### src/rtl/cpu_ctrl_pkg.sv
// Shared types and encodings for the register-register ALU control sequencer.
package cpu_ctrl_pkg;

  typedef enum logic [2:0] {
    S_IDLE, S_T0, S_T1, S_T2, S_T3, S_T4, S_T5, S_FAULT
  } state_t;

  typedef enum logic [3:0] {
    ALU_NOP = 4'b0000, ALU_ADD = 4'b0001, ALU_SUB = 4'b0010,
    ALU_AND = 4'b0011, ALU_OR  = 4'b0100, ALU_ROR = 4'b0101,
    ALU_ROL = 4'b0110, ALU_SHR = 4'b0111, ALU_SHL = 4'b1000
  } alu_op_t;

  localparam logic [4:0] OP_ADD = 5'b00011;
  localparam logic [4:0] OP_SUB = 5'b00100;
  localparam logic [4:0] OP_AND = 5'b00101;
  localparam logic [4:0] OP_OR  = 5'b00110;
  localparam logic [4:0] OP_ROR = 5'b00111;
  localparam logic [4:0] OP_ROL = 5'b01000;
  localparam logic [4:0] OP_SHR = 5'b01001;
  localparam logic [4:0] OP_SHL = 5'b01010;

  localparam int IR_OP_HI = 31;
  localparam int IR_RA_HI = 26;
  localparam int IR_RA_LO = 23;
  localparam int IR_RB_HI = 22;
  localparam int IR_RB_LO = 19;
  localparam int IR_RC_HI = 18;
  localparam int IR_RC_LO = 15;

  // ALU_NOP doubles as the "unsupported opcode" marker.
  function automatic alu_op_t decode_op(input logic [4:0] opcode);
    case (opcode)
      OP_ADD:  return ALU_ADD;
      OP_SUB:  return ALU_SUB;
      OP_AND:  return ALU_AND;
      OP_OR:   return ALU_OR;
      OP_ROR:  return ALU_ROR;
      OP_ROL:  return ALU_ROL;
      OP_SHR:  return ALU_SHR;
      OP_SHL:  return ALU_SHL;
      default: return ALU_NOP;
    endcase
  endfunction

endpackage

### src/rtl/reg_sel_decoder.sv
// Turns a 4-bit register index plus enable into a one-hot (or zero) select.
module reg_sel_decoder #(
  parameter int NREG = 16
) (
  input  logic [3:0]      idx,
  input  logic            en,
  output logic [NREG-1:0] sel
);

  // Indices at or beyond NREG match no bit and so decode to zero.
  always_comb begin
    for (int i = 0; i < NREG; i++) begin
      sel[i] = en && (int'(idx) == i);
    end
  end

endmodule

### src/rtl/alu_rr_sequencer.sv
// Hardwired T0-T5 control sequencer for register-register ALU instructions.
//   state   | meaning
//   IDLE    | waiting for run
//   T0      | PC to MAR, PC+1 into Z
//   T1      | Z to PC (first cycle only), memory read into MDR until mem_ready
//   T2      | MDR to IR
//   T3      | decode; rb onto bus into Y, or FAULT on unsupported opcode
//   T4      | rc onto bus, ALU result into Z
//   T5      | Z to ra
//   FAULT   | sticky unsupported-opcode trap, cleared only by reset
module alu_rr_sequencer
  import cpu_ctrl_pkg::*;
#(
  parameter int OPW  = 5,
  parameter int NREG = 16
) (
  input  logic            clock,
  input  logic            clear,
  input  logic            run,
  input  logic [31:0]     ir,
  input  logic            mem_ready,
  output logic            PCout,
  output logic            Zlowout,
  output logic            MDRout,
  output logic            MARin,
  output logic            Zlowin,
  output logic            PCin,
  output logic            MDRin,
  output logic            IRin,
  output logic            Yin,
  output logic            IncPC,
  output logic            Read,
  output logic [3:0]      alu_op,
  output logic [NREG-1:0] rin,
  output logic [NREG-1:0] rout,
  output logic            fault
);

  state_t         state;
  logic           t1_wait;
  logic [OPW-1:0] opcode;
  alu_op_t        op;
  logic           op_ok;
  logic           rin_en;
  logic           rout_en;
  logic [3:0]     rout_idx;
  logic           unused_ir;

  assign opcode    = ir[IR_OP_HI -: OPW];
  assign op        = decode_op(opcode);
  assign op_ok     = (op != ALU_NOP);
  assign unused_ir = ^ir[IR_RC_LO-1:0];

  always_ff @(posedge clock or negedge clear) begin
    if (!clear) begin
      state   <= S_IDLE;
      t1_wait <= 1'b0;
    end else begin
      t1_wait <= 1'b0;
      case (state)
        S_IDLE:  if (run) state <= S_T0;
        S_T0:    state <= S_T1;
        S_T1: begin
          if (mem_ready) state <= S_T2;
          else           t1_wait <= 1'b1;
        end
        S_T2:    state <= S_T3;
        S_T3:    state <= op_ok ? S_T4 : S_FAULT;
        S_T4:    state <= S_T5;
        S_T5:    state <= run ? S_T0 : S_IDLE;
        S_FAULT: state <= S_FAULT;
        default: state <= S_IDLE;
      endcase
    end
  end

  // Outputs decode from state and the (stable after T2) IR only.
  always_comb begin
    PCout   = 1'b0;
    Zlowout = 1'b0;
    MDRout  = 1'b0;
    MARin   = 1'b0;
    Zlowin  = 1'b0;
    PCin    = 1'b0;
    MDRin   = 1'b0;
    IRin    = 1'b0;
    Yin     = 1'b0;
    IncPC   = 1'b0;
    Read    = 1'b0;
    alu_op  = ALU_NOP;
    case (state)
      S_T0: begin
        PCout  = 1'b1;
        MARin  = 1'b1;
        IncPC  = 1'b1;
        Zlowin = 1'b1;
      end
      S_T1: begin
        Zlowout = !t1_wait;
        PCin    = !t1_wait;
        Read    = 1'b1;
        MDRin   = 1'b1;
      end
      S_T2: begin
        MDRout = 1'b1;
        IRin   = 1'b1;
      end
      S_T3: Yin = op_ok;
      S_T4: begin
        Zlowin = 1'b1;
        alu_op = op;
      end
      S_T5: Zlowout = 1'b1;
      default: ;
    endcase
  end

  assign fault    = (state == S_FAULT);
  assign rin_en   = (state == S_T5);
  assign rout_en  = ((state == S_T3) && op_ok) || (state == S_T4);
  assign rout_idx = (state == S_T3) ? ir[IR_RB_HI:IR_RB_LO] : ir[IR_RC_HI:IR_RC_LO];

  reg_sel_decoder #(.NREG(NREG)) u_rin_dec (
    .idx (ir[IR_RA_HI:IR_RA_LO]),
    .en  (rin_en),
    .sel (rin)
  );

  reg_sel_decoder #(.NREG(NREG)) u_rout_dec (
    .idx (rout_idx),
    .en  (rout_en),
    .sel (rout)
  );

endmodule

### config.mk
export PLATFORM = sky130hd
export DESIGN_NAME = alu_rr_sequencer
export DESIGN_NICKNAME = d
export VERILOG_FILES = /design/src/rtl/cpu_ctrl_pkg.sv /design/src/rtl/reg_sel_decoder.sv /design/src/rtl/alu_rr_sequencer.sv
export SDC_FILE = /design/constraint.sdc
export NUM_CORES = 1
export LEC_CHECK = 0
export ABC_AREA = 1
export BUFFER_PORTS_ARGS = -buffer_cell sky130_fd_sc_hd__buf_2
export CAP_MARGIN = 25
export CORE_ASPECT_RATIO = 1.25
export CORE_MARGIN = 8
export CORE_UTILIZATION = 36
export CTS_BUF_LIST = sky130_fd_sc_hd__clkbuf_8
export CTS_CLUSTER_DIAMETER = 60
export DETAILED_ROUTE_END_ITERATION = 16
export PLACE_DENSITY = 0.95
export SKIP_LAST_GASP = 1
export SLEW_MARGIN = 10
export SYNTH_ARGS = -nofsm -noshare
export SYNTH_HDL_FRONTEND = slang
export SYNTH_SLANG_ARGS = --single-unit
### constraint.sdc
create_clock -name clock -period 3 [get_ports clock]
set_clock_uncertainty 0.15 [all_clocks]
set_input_delay 0.45 -clock clock [delete_from_list [all_inputs] [get_ports clock]]
set_output_delay 0.45 -clock clock [all_outputs]
set_load 0.005 [all_outputs]
==> impl_metrics.toml <==
[yosys]
synth-edff-count = 0
post_synth.cell_area_avg_um2 = 5.21
mappedNetlistNets = 165
synth_seq_cells = 4
synthArstFlopShare = 1.00
ys_top_cells_by_area = "nor2_1 (26%), dfrtp_1 (15%), nand2_1 (13%)"
yosys.area.top_type = "nor2_1"
synth_top_area_frac = 0.257
yosysSeqAreaShare = 0.149
ys_types = 23
syn_area_um2 = 672
netlist_instances = 129
synth_flop_cell = "dfrtp_1"
ys_warn_count = 0

[global_routing]
grt_pass1_wl_um = 3940
grt_remaining_overflow = 0
antenna_found_initial = 0
grt_max_degree = 10
grt_pass1_vias = 958
track_usage = 0.140

[drt]
dr_total_vias = 1020
drc = 0
wirelength_um = 2450
vias_per_cell = 4.74
initialDrtViolationCount = 17
firstDrtPassIters = 4
wl_per_cell_um = 11.4
antenna_left = 0

[place]
numPortBuffers = 68
gp_congestion = 0.782
post-dp-hpwl_um = 2160

[timing]
tightest_slew_ns = 0.347
setup_viol = 0
finalCritPeriodShare = 0.774
hold_slack_ns = 0.250
drv_slew = 0
slew_headroom = 0.767
rsz0062_at_grt = "no"
fmax_ghz = 0.430
hold_viol = 0
tns_ns = 0
period_minus_slack_ns = 2.32

[power_and_ir_drop]
vdd_drop_max_mv = 0.536
power_density_nw_per_um2 = 579
power_leakage_uw = 0.000689

[critical_path]
end_kind = "primary output"
critical-path-top-delay-family = "simple AND/OR/NAND/NOR gates"
critPathSlowestCell = "dfrtp_1"
path_buf_inv = 3
cpMostUsedCell = "nor2_1"
crit_fanout = 9
slowest_delay_ns = 0.50
start_kind = "flip-flop"
critPathKind = "reg2out"
crit_chain = "nor2_4 > nand2_4 > inv_4 > or2_1 > o21ai_2 > inv_2 > nor2_1 > nand2_1 > nor2_1 > buf_2"
arrival_ns = 1.72
critPathRequiredTime_ns = 2.40

[cts]
clk_pin_slew_ns = 0.03
cts-htree-levels = 1
cts_tree = "done"
cts_buffers = 3
cts_sinks = 4
post_cts_buffers = 0
clk_latency_ns = 0.22
cts-root-buf = "clkbuf_8"
cts_max_path_buffers = 2

[final_layout]
antenna_cells = 0
areaGrowthSynthToFinish_pct = 55.7
final_core_util = 0.592
nets = 234
drive_above_1_share = 0.413
layout_commonest_cell = "buf_2"
final_cell_mix = "buf_2 (68), nor2_1 (46), nand2_1 (23), inv_1 (14), nand3_1 (7)"

[die]
die_x_um = 54.6
dieArea_um2 = 3510
design.core.area_um2 = 1770
start_util = 0.381
die_y_um = 64.3
io_pins = 84
fp-row-count = 17

[hold_path]
hold_path_class = "in2reg"

[flow_run]
maxCapViolCount = 0

[status]
status = "finished, final reports clean"
## where the power goes
group	internal, uW	switching, uW	leakage [uW]	total [uW]
combinational	143	223	0.000618	366
clock	85.5	27.5	0.0000216	113
sequential	79.3	47.5	0.0000487	127
total	308	298	0.000689	606
## metrics by stage
step	setup WS (ns)	power [uW]	cells	instance area [um2]
after floorplan	1.06	397	129	672
after global placement	0.765	486	211	995
after detailed placement	0.735	497	211	995
after CTS	0.677	614	215	1050
after global routing	0.472	673	215	1050
final	0.677	606	215	1050
## Yosys cell counts (2+ instances only)
cell     count
nor2_1      46
nand3_1      7
or2_0        2
dfrtp_1      4
nand2_1     23
nor4_1       2
o21ai_2      2
a21oi_1      3
nor3_1       4
inv_1       14
buf_4        4
or2_1        2
o21ai_0      5
inv_2        2
## path summary, 6_finish.rpt
check / start / end / slack [ns] / cells past startpoint
worst max-delay path: state[1] / rout[2] / 0.68 / 10
worst min-delay path: mem_ready / t1_wait / 0.25 / 2
worst max register to register: flip-flop / state[0] / 1.58 / 4
worst min register to register: state[0] / state[1] / 0.54 / 2
max in group asynchronous: clear / t1_wait / 2.16 / 2
min in group asynchronous: clear / state[1] / 0.41 / 2
## cell type report
| cell class | instances | area [um2] |
|---|---|---|
| fillers | 192 | 719 |
| multi-input cells | 103 | 464 |
| repair buffers | 69 | 350 |
| flip-flops and latches | 4 | 100 |
| inverters | 17 | 66.3 |
| clock buffers | 3 | 41.3 |
| well taps | 19 | 23.8 |
## per-layer routing
layer | part of all wire | track usage | up-vias
li1 | - | - | 529
met4 | 0.011 | 0.0556 | 0
met5 | 0 | 0 | -
met3 | 0.13 | 0.0532 | 4
met1 | 0.35 | 0.130 | 439
met2 | 0.51 | 0.254 | 48
## logic make-up (layout without fill, tap and decap cells)
logic type / count (synthesis) / count (layout) / share of synthesized area
and+or+nand+nor: 92 / 92 / 0.596
buffers and inverters: 22 / 89 / 0.160
AOI/OAI and AO/OA: 11 / 11 / 0.0950
DFF: 4 / 4 / 0.149
## repair_timing
item / in CTS / in global routing
hold buffers: 1 / 0
setup endpoints to repair: 0 / 0
resized for setup: 0 / 0
endpoints found under the hold margin: 4 / 0
(Power assumes the default switching activity.)
